$ cat src/rtl/matrix_op_sequencer_if.sv
// Host-side handshakes of the matrix ALU sequencer: command, operand stream and result stream.
// MATRIX_SEQ_OPERAND_REUSE_EN adds cmd_reuse to the command channel.
interface matrix_op_sequencer_if #(
  parameter int ELEM_W = 8
);
  logic              cmd_valid;
  logic              cmd_ready;
  logic [2:0]        cmd_opcode;
  logic [7:0]        cmd_scalar;
  logic              cmd_err;
`ifdef MATRIX_SEQ_OPERAND_REUSE_EN
  logic              cmd_reuse;
`endif
  logic              in_valid;
  logic              in_ready;
  logic [ELEM_W-1:0] in_data;
  logic              out_valid;
  logic              out_ready;
  logic [ELEM_W-1:0] out_data;
  logic              out_last;
  logic              out_ovf;

  modport master (
`ifdef MATRIX_SEQ_OPERAND_REUSE_EN
    output cmd_reuse,
`endif
    output cmd_valid, cmd_opcode, cmd_scalar,
    input  cmd_ready, cmd_err,
    output in_valid, in_data,
    input  in_ready,
    input  out_valid, out_data, out_last, out_ovf,
    output out_ready
  );

  modport slave (
`ifdef MATRIX_SEQ_OPERAND_REUSE_EN
    input  cmd_reuse,
`endif
    input  cmd_valid, cmd_opcode, cmd_scalar,
    output cmd_ready, cmd_err,
    input  in_valid, in_data,
    output in_ready,
    output out_valid, out_data, out_last, out_ovf,
    input  out_ready
  );
endinterface

$ cat src/rtl/matrix_op_sequencer.sv
// Byte-serial front/back end for the 5x5 matrix ALU: load A/B, issue, settle, capture, stream C.
// Optional MATRIX_SEQ_OPERAND_REUSE_EN: cmd_reuse skips operand loading and reuses held A/B.
module matrix_op_sequencer #(
  parameter int ELEM_W = 8,
  parameter int N_ELEM = 25,
  parameter int SETTLE = 2
) (
  input  logic                     clk,
  input  logic                     rst_n,
  matrix_op_sequencer_if.slave     bus,
  output logic [ELEM_W*N_ELEM-1:0] alu_A_flat,
  output logic [ELEM_W*N_ELEM-1:0] alu_B_flat,
  output logic [7:0]               alu_f,
  output logic [2:0]               alu_opcode,
  input  logic [ELEM_W*N_ELEM-1:0] alu_C_flat,
  input  logic                     alu_ovf,
  output logic                     busy
);
  localparam int               CNT_W = $clog2(N_ELEM);
  localparam logic [CNT_W-1:0] LAST  = CNT_W'(N_ELEM - 1);

  typedef enum logic [2:0] {IDLE, LOAD_A, LOAD_B, ISSUE, SETTLE_W, STREAM} state_t;
  state_t state, state_nx;

  logic [CNT_W-1:0]              cnt;
  logic [3:0]                    settle_cnt;
  logic [2:0]                    op_q;
  logic [7:0]                    f_q;
  logic                          ovf_q, cmd_err_q;
  logic [N_ELEM-1:0][ELEM_W-1:0] a_q, b_q, res_q;

  logic op_ok, op_bin, reuse, in_beat, out_beat, last_cnt;

  assign op_ok    = bus.cmd_opcode inside {3'b001, 3'b010, 3'b100, 3'b101, 3'b110};
  assign op_bin   = op_q inside {3'b001, 3'b010};
  assign last_cnt = (cnt == LAST);
  assign in_beat  = (state == LOAD_A || state == LOAD_B) && bus.in_valid;
  assign out_beat = (state == STREAM) && bus.out_ready;

`ifdef MATRIX_SEQ_OPERAND_REUSE_EN
  assign reuse = bus.cmd_reuse;
`else
  assign reuse = 1'b0;
`endif

  always_ff @(posedge clk or negedge rst_n)
    if (!rst_n) state <= IDLE;
    else        state <= state_nx;

  always_comb begin
    state_nx = state;
    case (state)
      IDLE:     if (bus.cmd_valid && op_ok) state_nx = reuse ? ISSUE : LOAD_A;
      LOAD_A:   if (in_beat && last_cnt) state_nx = op_bin ? LOAD_B : ISSUE;
      LOAD_B:   if (in_beat && last_cnt) state_nx = ISSUE;
      ISSUE:    state_nx = SETTLE_W;
      SETTLE_W: if (settle_cnt == 4'd0) state_nx = STREAM;
      STREAM:   if (out_beat && last_cnt) state_nx = IDLE;
      default:  state_nx = IDLE;
    endcase
  end

  // The ALU evaluates on opcode change, so alu_opcode returns to 000 outside ISSUE/SETTLE_W.
  always_comb begin
    bus.cmd_ready = 1'b0;
    bus.in_ready  = 1'b0;
    bus.out_valid = 1'b0;
    bus.out_last  = 1'b0;
    bus.out_data  = '0;
    alu_opcode    = 3'b000;
    busy          = 1'b1;
    case (state)
      IDLE:             begin bus.cmd_ready = 1'b1; busy = 1'b0; end
      LOAD_A, LOAD_B:   bus.in_ready = 1'b1;
      ISSUE, SETTLE_W:  alu_opcode = op_q;
      STREAM: begin
        bus.out_valid = 1'b1;
        bus.out_last  = last_cnt;
        bus.out_data  = res_q[cnt];
      end
      default: ;
    endcase
  end

  always_ff @(posedge clk or negedge rst_n)
    if (!rst_n) begin
      cnt        <= '0;
      settle_cnt <= '0;
      op_q       <= '0;
      f_q        <= '0;
      ovf_q      <= 1'b0;
      cmd_err_q  <= 1'b0;
      a_q        <= '0;
      b_q        <= '0;
      res_q      <= '0;
    end else begin
      cmd_err_q <= 1'b0;
      case (state)
        IDLE: if (bus.cmd_valid) begin
          if (op_ok) begin
            op_q <= bus.cmd_opcode;
            f_q  <= bus.cmd_scalar;
            cnt  <= '0;
          end else begin
            cmd_err_q <= 1'b1;
          end
        end
        LOAD_A, LOAD_B: if (in_beat) begin
          if (state == LOAD_A) a_q[cnt] <= bus.in_data;
          else                 b_q[cnt] <= bus.in_data;
          cnt <= last_cnt ? '0 : cnt + 1'b1;
        end
        ISSUE: settle_cnt <= 4'(SETTLE - 1);
        SETTLE_W: begin
          if (settle_cnt == 4'd0) begin
            res_q <= alu_C_flat;
            ovf_q <= alu_ovf;
            cnt   <= '0;
          end else begin
            settle_cnt <= settle_cnt - 1'b1;
          end
        end
        STREAM: if (out_beat) cnt <= last_cnt ? '0 : cnt + 1'b1;
        default: ;
      endcase
    end

  assign bus.cmd_err = cmd_err_q;
  assign bus.out_ovf = ovf_q;
  assign alu_A_flat  = a_q;
  assign alu_B_flat  = b_q;
  assign alu_f       = f_q;
endmodule
$ cat src/flat_wrapper.sv
// flat-port wrapper written by rule: the top's interface ports become plain ports
module matrix_op_sequencer_flat 
#(
  parameter int ELEM_W = 8,
  parameter int N_ELEM = 25,
  parameter int SETTLE = 2
)
  (clk, rst_n, alu_A_flat, alu_B_flat, alu_f, alu_opcode, alu_C_flat, alu_ovf, busy, bus_cmd_valid, bus_cmd_opcode, bus_cmd_scalar, bus_cmd_ready, bus_cmd_err, bus_in_valid, bus_in_data, bus_in_ready, bus_out_valid, bus_out_data, bus_out_last, bus_out_ovf, bus_out_ready);
  matrix_op_sequencer_if #(.ELEM_W(ELEM_W)) bus_i ();
  input  logic clk;
  input  logic rst_n;
  output logic [ELEM_W*N_ELEM-1:0] alu_A_flat;
  output logic [ELEM_W*N_ELEM-1:0] alu_B_flat;
  output logic [7:0] alu_f;
  output logic [2:0] alu_opcode;
  input  logic [ELEM_W*N_ELEM-1:0] alu_C_flat;
  input  logic alu_ovf;
  output logic busy;
  input wire logic [$bits(bus_i.cmd_valid)-1:0] bus_cmd_valid;
  input wire logic [$bits(bus_i.cmd_opcode)-1:0] bus_cmd_opcode;
  input wire logic [$bits(bus_i.cmd_scalar)-1:0] bus_cmd_scalar;
  output wire logic [$bits(bus_i.cmd_ready)-1:0] bus_cmd_ready;
  output wire logic [$bits(bus_i.cmd_err)-1:0] bus_cmd_err;
  input wire logic [$bits(bus_i.in_valid)-1:0] bus_in_valid;
  input wire logic [$bits(bus_i.in_data)-1:0] bus_in_data;
  output wire logic [$bits(bus_i.in_ready)-1:0] bus_in_ready;
  output wire logic [$bits(bus_i.out_valid)-1:0] bus_out_valid;
  output wire logic [$bits(bus_i.out_data)-1:0] bus_out_data;
  output wire logic [$bits(bus_i.out_last)-1:0] bus_out_last;
  output wire logic [$bits(bus_i.out_ovf)-1:0] bus_out_ovf;
  input wire logic [$bits(bus_i.out_ready)-1:0] bus_out_ready;
  assign bus_i.cmd_valid = bus_cmd_valid;
  assign bus_i.cmd_opcode = bus_cmd_opcode;
  assign bus_i.cmd_scalar = bus_cmd_scalar;
  assign bus_cmd_ready = bus_i.cmd_ready;
  assign bus_cmd_err = bus_i.cmd_err;
  assign bus_i.in_valid = bus_in_valid;
  assign bus_i.in_data = bus_in_data;
  assign bus_in_ready = bus_i.in_ready;
  assign bus_out_valid = bus_i.out_valid;
  assign bus_out_data = bus_i.out_data;
  assign bus_out_last = bus_i.out_last;
  assign bus_out_ovf = bus_i.out_ovf;
  assign bus_i.out_ready = bus_out_ready;
  matrix_op_sequencer #(.ELEM_W(ELEM_W), .N_ELEM(N_ELEM), .SETTLE(SETTLE)) u_core (.clk(clk), .rst_n(rst_n), .bus(bus_i), .alu_A_flat(alu_A_flat), .alu_B_flat(alu_B_flat), .alu_f(alu_f), .alu_opcode(alu_opcode), .alu_C_flat(alu_C_flat), .alu_ovf(alu_ovf), .busy(busy));
endmodule
$ cat config.mk
export PLATFORM = sky130hd
export DESIGN_NAME = matrix_op_sequencer_flat
export DESIGN_NICKNAME = d
export VERILOG_FILES = /design/src/rtl/matrix_op_sequencer_if.sv /design/src/rtl/matrix_op_sequencer.sv /design/src/flat_wrapper.sv
export SDC_FILE = /design/constraint.sdc
export NUM_CORES = 1
export LEC_CHECK = 0
export ABC_AREA = 1
export CAP_MARGIN = 5
export CORE_AREA = 2 2 254 256
export CTS_BUF_LIST = sky130_fd_sc_hd__clkbuf_8
export DETAILED_ROUTE_END_ITERATION = 8
export DIE_AREA = 0 0 256 258
export GPL_ROUTABILITY_DRIVEN = 0
export PLACE_DENSITY = 0.66
export SLEW_MARGIN = 0
export SYNTH_ARGS = -nofsm -noshare
export SYNTH_HDL_FRONTEND = slang
export SYNTH_SLANG_ARGS = --single-unit
export TNS_END_PERCENT = 100
$ cat constraint.sdc
create_clock -name clk -period 3.2 [get_ports clk]
set_clock_uncertainty 0.1 [all_clocks]
set_input_delay 0.96 -clock clk [delete_from_list [all_inputs] [get_ports clk]]
set_output_delay 0.96 -clock clk [all_outputs]
set_load 0.01 [all_outputs]
* Word-level counts from Yosys, hierarchy flattened
Cells that the tools add are included.
Storage, ports and cells: register bits after elaboration 625, input port bits 225, output and inout port bits 426, logic and storage cells 164
Cells by class: add/subtract/negate cells 2, magnitude comparators 2, eq/ne operators 23, muxes and demuxes 32, bitwise logic cells 1, reductions and logical operators 22
Operators by type and width (number):
- 200-bit bitwise mux | 2
- 8-bit binary-select mux with 5-bit select | 1
- 8-bit demux with 5-bit select | 1
- 5-bit two-way mux | 6
- 8-bit two-way mux | 3
- 5-bit one-hot mux with 4 select lines | 1
- 3-bit two-way mux | 6
- 3-bit one-hot mux with 6 select lines | 1
- 3-bit equality test, second input constant | 5
- 3-bit by 2-bit equality test with 1-bit output, second input constant | 4
- 2-bit by 1-bit != test with 1-bit output, second input constant | 5
- 2-bit != test, second input constant | 5
- 3-bit by 1-bit equality test with 1-bit output, second input constant | 3
- 1-bit two-way mux | 9
- 3-bit AND reduction | 3
- 4-bit one-hot mux with 2 select lines | 1
- 1-bit logical AND | 6
- 5-bit by 6-bit < comparator with 1-bit output, second input constant | 1
- 6-bit AND reduction | 1
- 5-bit by 1-bit adder with 5-bit output, second input constant | 1
- 5-bit equality test, second input constant | 1
- 5-bit by 1-bit >= comparator with 1-bit output, second input constant | 1
- 5-bit AND reduction | 1
- 5-bit nonzero test | 1
- 10 further kinds | 13

* Logic depth before layout (Yosys ltp)
Gate-level depths: netlist (run 1).
depth in word-level cells 6, mapped depth 11

* Worst setup path before layout (run 1)
No wires, ideal clock.
kind reg-to-output, start reg u_core.cnt[0], end out bus_out_data[1], arrival 1.631 ns, slack 0.509 ns, cell stages (with the launch flop) 8, path buffers 2, cell sequence dfrtp_1 > buf_2 > buf_2 > nor3_1 > nand3_1 > nand2_1 > nor2_1 > a21oi_1
On the way: longest elaborated chain between the ends 3
RTL lines:
- start: declaration | RTL line matrix_op_sequencer.sv:25 | logic [CNT_W-1:0] cnt;
- start signal: assignment | RTL line matrix_op_sequencer.sv:111 | cnt <= last_cnt ? '0 : cnt + 1'b1;
- start signal: assignment | RTL line matrix_op_sequencer.sv:123 | STREAM: if (out_beat) cnt <= last_cnt ? '0 : cnt + 1'b1;
- 8-bit binary-select mux with 5-bit select | RTL line matrix_op_sequencer.sv:79 | bus.out_data = res_q[cnt];
- 8-bit two-way mux (not written as such) | RTL line matrix_op_sequencer.sv:79
- 8-bit two-way mux | RTL line matrix_op_sequencer.sv:72 | case (state)
- end: declaration | RTL line flat_wrapper.sv:28 | output wire logic [$bits(bus_i.out_data)-1:0] bus_out_data;
No other way between the ends. The select of a mux whose other input is x is not followed.

* Worst setup path in the final report (run 1)
start reg u_core.cnt[0], end out bus_out_data[4]
The elaborated chain is that of the path after synthesis.

==> results.json, run 1 <==
{
  "status": "finished, violations left",
  "violations": "setup timing",
  "nets": 3821,
  "p_per_area_mw_per_mm2": 787,
  "synth-simple-area-share": 0.217,
  "critPathKind": "register to output port",
  "antenna_found_initial": 7,
  "start_util": 0.396,
  "cts_made_buffers": 106,
  "viasPerCell": 5.03,
  "die_x_um": 256,
  "cts_hold_buf": 0,
  "crit_path_end_kind": "output port",
  "peakVddDrop_uv": 469,
  "yosys.area_share.xor_xnor": 0.000347,
  "clockBufferDepth": 3,
  "layout_setup_ws_ns": -0.351,
  "relSlewSlack": 0.448,
  "wl_met3_mm": 9.31,
  "hold_violations": 0,
  "ant_nets": 0,
  "grt_pass1_wl_mm": 148,
  "ys_seq_area_frac": 0.621,
  "dp_hpwl_mm": 69.7,
  "dieHeight_um": 258,
  "p_leak_uw": 0.0165,
  "clk_pin_slew_worst_paths_ns": 0.06,
  "synth_top_family_by_area": "simple AND/OR/NAND/NOR gates",
  "synthAdderAreaFrac": 0.00298,
  "drt_iter0_drc": 2049,
  "rsz0062_at_grt": "true",
  "clkSinkCount": 625,
  "synth_top_area_share": 0.621,
  "worst_pin_slew_ns": 0.822,
  "grt_max_degree": 114,
  "first_pass_iters": 5,
  "vias": 22800,
  "wl_met2_mm": 44.7,
  "fmax_ghz": 0.282,
  "h-tree-depth": 3,
  "syn_nets": 3119,
  "wirelength_mm": 98.8,
  "cts_root_buf": "clkbuf_8",
  "setup_viol": 9,
  "dieArea_mm2": 0.0660,
  "synth_largest_area_cell": "dfrtp_1",
  "yosysUniqueCellTypes": 30,
  "post-route-period-util": 1.11,
  "synth_compound_area_frac": 0.111,
  "crit_fanout": 6,
  "yosys_register_bits": 625,
  "drv_slew": 0,
  "final_core_util": 0.568,
  "worstPathArrival_ns": 2.49,
  "pin_count": 651,
  "port_buffers": 650,
  "syn_inst": 2888,
  "setup_tns_ns": -2.46,
  "grtUsageTotal": 0.297,
  "syn_area_mm2": 0.0252,
  "drc": 0,
  "post-place-ws_ns": -0.204,
  "muxShareOfSynthArea": 0,
  "first_global_vias": 22800,
  "wl_met1_mm": 39.6,
  "num_rows": 93,
  "routedWlPerCell_um": 21.8,
  "grt-ovfl-total": 0,
  "maxCapViolCount": 0,
  "yosys-top-cells-area": "dfrtp_1 (62%), nand2_1 (17%), o21ai_0 (9.3%), nor2_1 (2.6%), inv_1 (1.7%)",
  "highest_layer": "met5",
  "cts_tree": "built",
  "syn_avg_cell_area_um2": 8.73,
  "layout-drive-gt1-share": 0.111,
  "worst_setup_path_start_kind": "register",
  "min_period_ns": 3.55,
  "yosysWarnings": 0,
  "clk_latency_ns": 0.72,
  "syn2layout_area_growth_pct": 43.5,
  "min_path_type": "input port to asynchronous set/reset pin",
  "required_ns": 2.14,
  "coreArea_mm2": 0.0636
}
metal layers:
| layer | global-route usage | vias to the layer above |
|---|---|---|
| li1 | - | 10600 |
| met1 | 0.379 | 11000 |
| met2 | 0.459 | 998 |
| met3 | 0.0946 | 246 |
| met4 | 0.145 | 8 |
| met5 | 0 | - |
cells in the final DEF (no fill, tap or decap), drive strengths merged, types with 2 or more instances in the layout:
master,netlist,routed
o211ai,6,6
clkinv,0,25
o21ai,507,507
nor3,4,4
nor2,179,179
buf,76,125
clkdlybuf4s50,0,634
bufinv,0,2
clkinvlp,0,2
nand4,4,4
nand2,1136,1136
dfrtp,625,625
diode,0,2
inv,121,144
ha,6,6
clkbuf,100,142
a21oi,42,42
dlygate4sd2,0,3
nand3,76,76
per-stage QoR:
step,instances,instance area [um^2],hold slack (ns),total power [uW]
2_1_floorplan,2888,25200,0.337,15200
3_5_place_dp,4316,33200,0.355,20000
3_3_place_gp,4316,33200,0.356,19900
4_1_cts,4517,35900,0.0649,28200
6_report,4527,36200,0.0963,28500
5_1_grt,4527,36200,0.0904,30100
cell usage after synthesis, drive strengths merged:
cell type and number:
dfrtp 625, inv 121, nand3b 1, o21ai 507
nand4 4, o211ai 6, a21oi 42, nor3 4
o31ai 1, nor3b 1, nand2 1136, buf 76
ha 6, clkbuf 100, xor2 1, and3 1
nand3 76, o22ai 1, nor2 179
layout make-up:
cell class / count / area [um^2]
Timing Repair Buffer: 770 / 8070
Sequential cell: 625 / 15600
Clock buffer: 136 / 1870
Clock inverter: 52 / 340
Inverter: 121 / 472
Fill cell: 5645 / 27500
Tap cell: 855 / 1070
Multi-Input combinational cell: 1966 / 8700
Antenna cell: 2 / 5.00
logic make-up after synthesis:
group                    Yosys count
AND/OR/NAND/NOR                 1402
flip-flops                       625
AO/OA/AOI/OAI                    557
buffers and inverters            297
adder cells (fa/ha/maj)            6
XOR/XNOR                           1
state kept, by name (all words and copies together) (netlist names):
name and count:
u_core.state 3, u_core.op_q 3, u_core.settle_cnt 4, u_core.alu_B_flat 200
u_core.alu_f 8, u_core.alu_A_flat 200, u_core.bus.out_ovf 1, u_core.bus.cmd_err 1
u_core.res_q 200, u_core.cnt 5
timing repair:
item | in CTS | in global routing
gates resized for setup | 126 | 76
setup endpoints to repair | 16 | 13
pin swaps | 35 | 33
buffers inserted | 8 | 6
cloned | 6 | 4
final timing paths:
path / startpoint / endpoint / slack, ns / cells after the start
setup / recovery: u_core.cnt[0] / bus_out_data[4] / -0.35 / 11
hold / removal: rst_n / u_core.alu_A_flat[0] / 0.1 / 1
setup reg to reg: u_core.cnt[0] / u_core.alu_B_flat[28] / 0.48 / 10
hold reg to reg: u_core.bus.out_ovf / u_core.bus.out_ovf / 0.37 / 2
max in group asynchronous: rst_n / u_core.alu_B_flat[70] / 1.97 / 3
min in group clk: u_core.bus.out_ovf / u_core.bus.out_ovf / 0.37 / 2
power by group:
group | leakage, uW | internal (uW) | total [uW] | switching (uW)
registers | 0.00764 | 10200 | 11500 | 1360
clock network | 0.00125 | 4000 | 7450 | 3450
logic | 0.00762 | 4460 | 9510 | 5050
total | 0.0165 | 18600 | 28500 | 9850
critical path, cell delays in order, from the launching register on:
cell,delay (ns)
dfrtp_4,0.52
buf_6,0.15
inv_12,0.09
buf_12,0.13
buf_16,0.11
nand2_1,0.06
nand3_2,0.08
nand3_4,0.09
nand3_2,0.09
nor2_1,0.05
a21oi_2,0.22
buf_2,0.18
(Power assumes the default switching activity.)
==> inputs of run 2 (changes only) <==
--- a/config.mk
+++ b/config.mk
@@ -6,14 +6,13 @@
 export NUM_CORES = 1
 export LEC_CHECK = 0
 export ABC_AREA = 1
-export CAP_MARGIN = 5
 export CORE_AREA = 2 2 254 256
 export CTS_BUF_LIST = sky130_fd_sc_hd__clkbuf_8
 export DETAILED_ROUTE_END_ITERATION = 8
 export DIE_AREA = 0 0 256 258
 export GPL_ROUTABILITY_DRIVEN = 0
 export PLACE_DENSITY = 0.66
-export SLEW_MARGIN = 0
+export SLEW_MARGIN = 10
 export SYNTH_ARGS = -nofsm -noshare
 export SYNTH_HDL_FRONTEND = slang
 export SYNTH_SLANG_ARGS = --single-unit
==> results of run 2 <==
The final DEF is identical to that of run 1; final timing and power are the same.
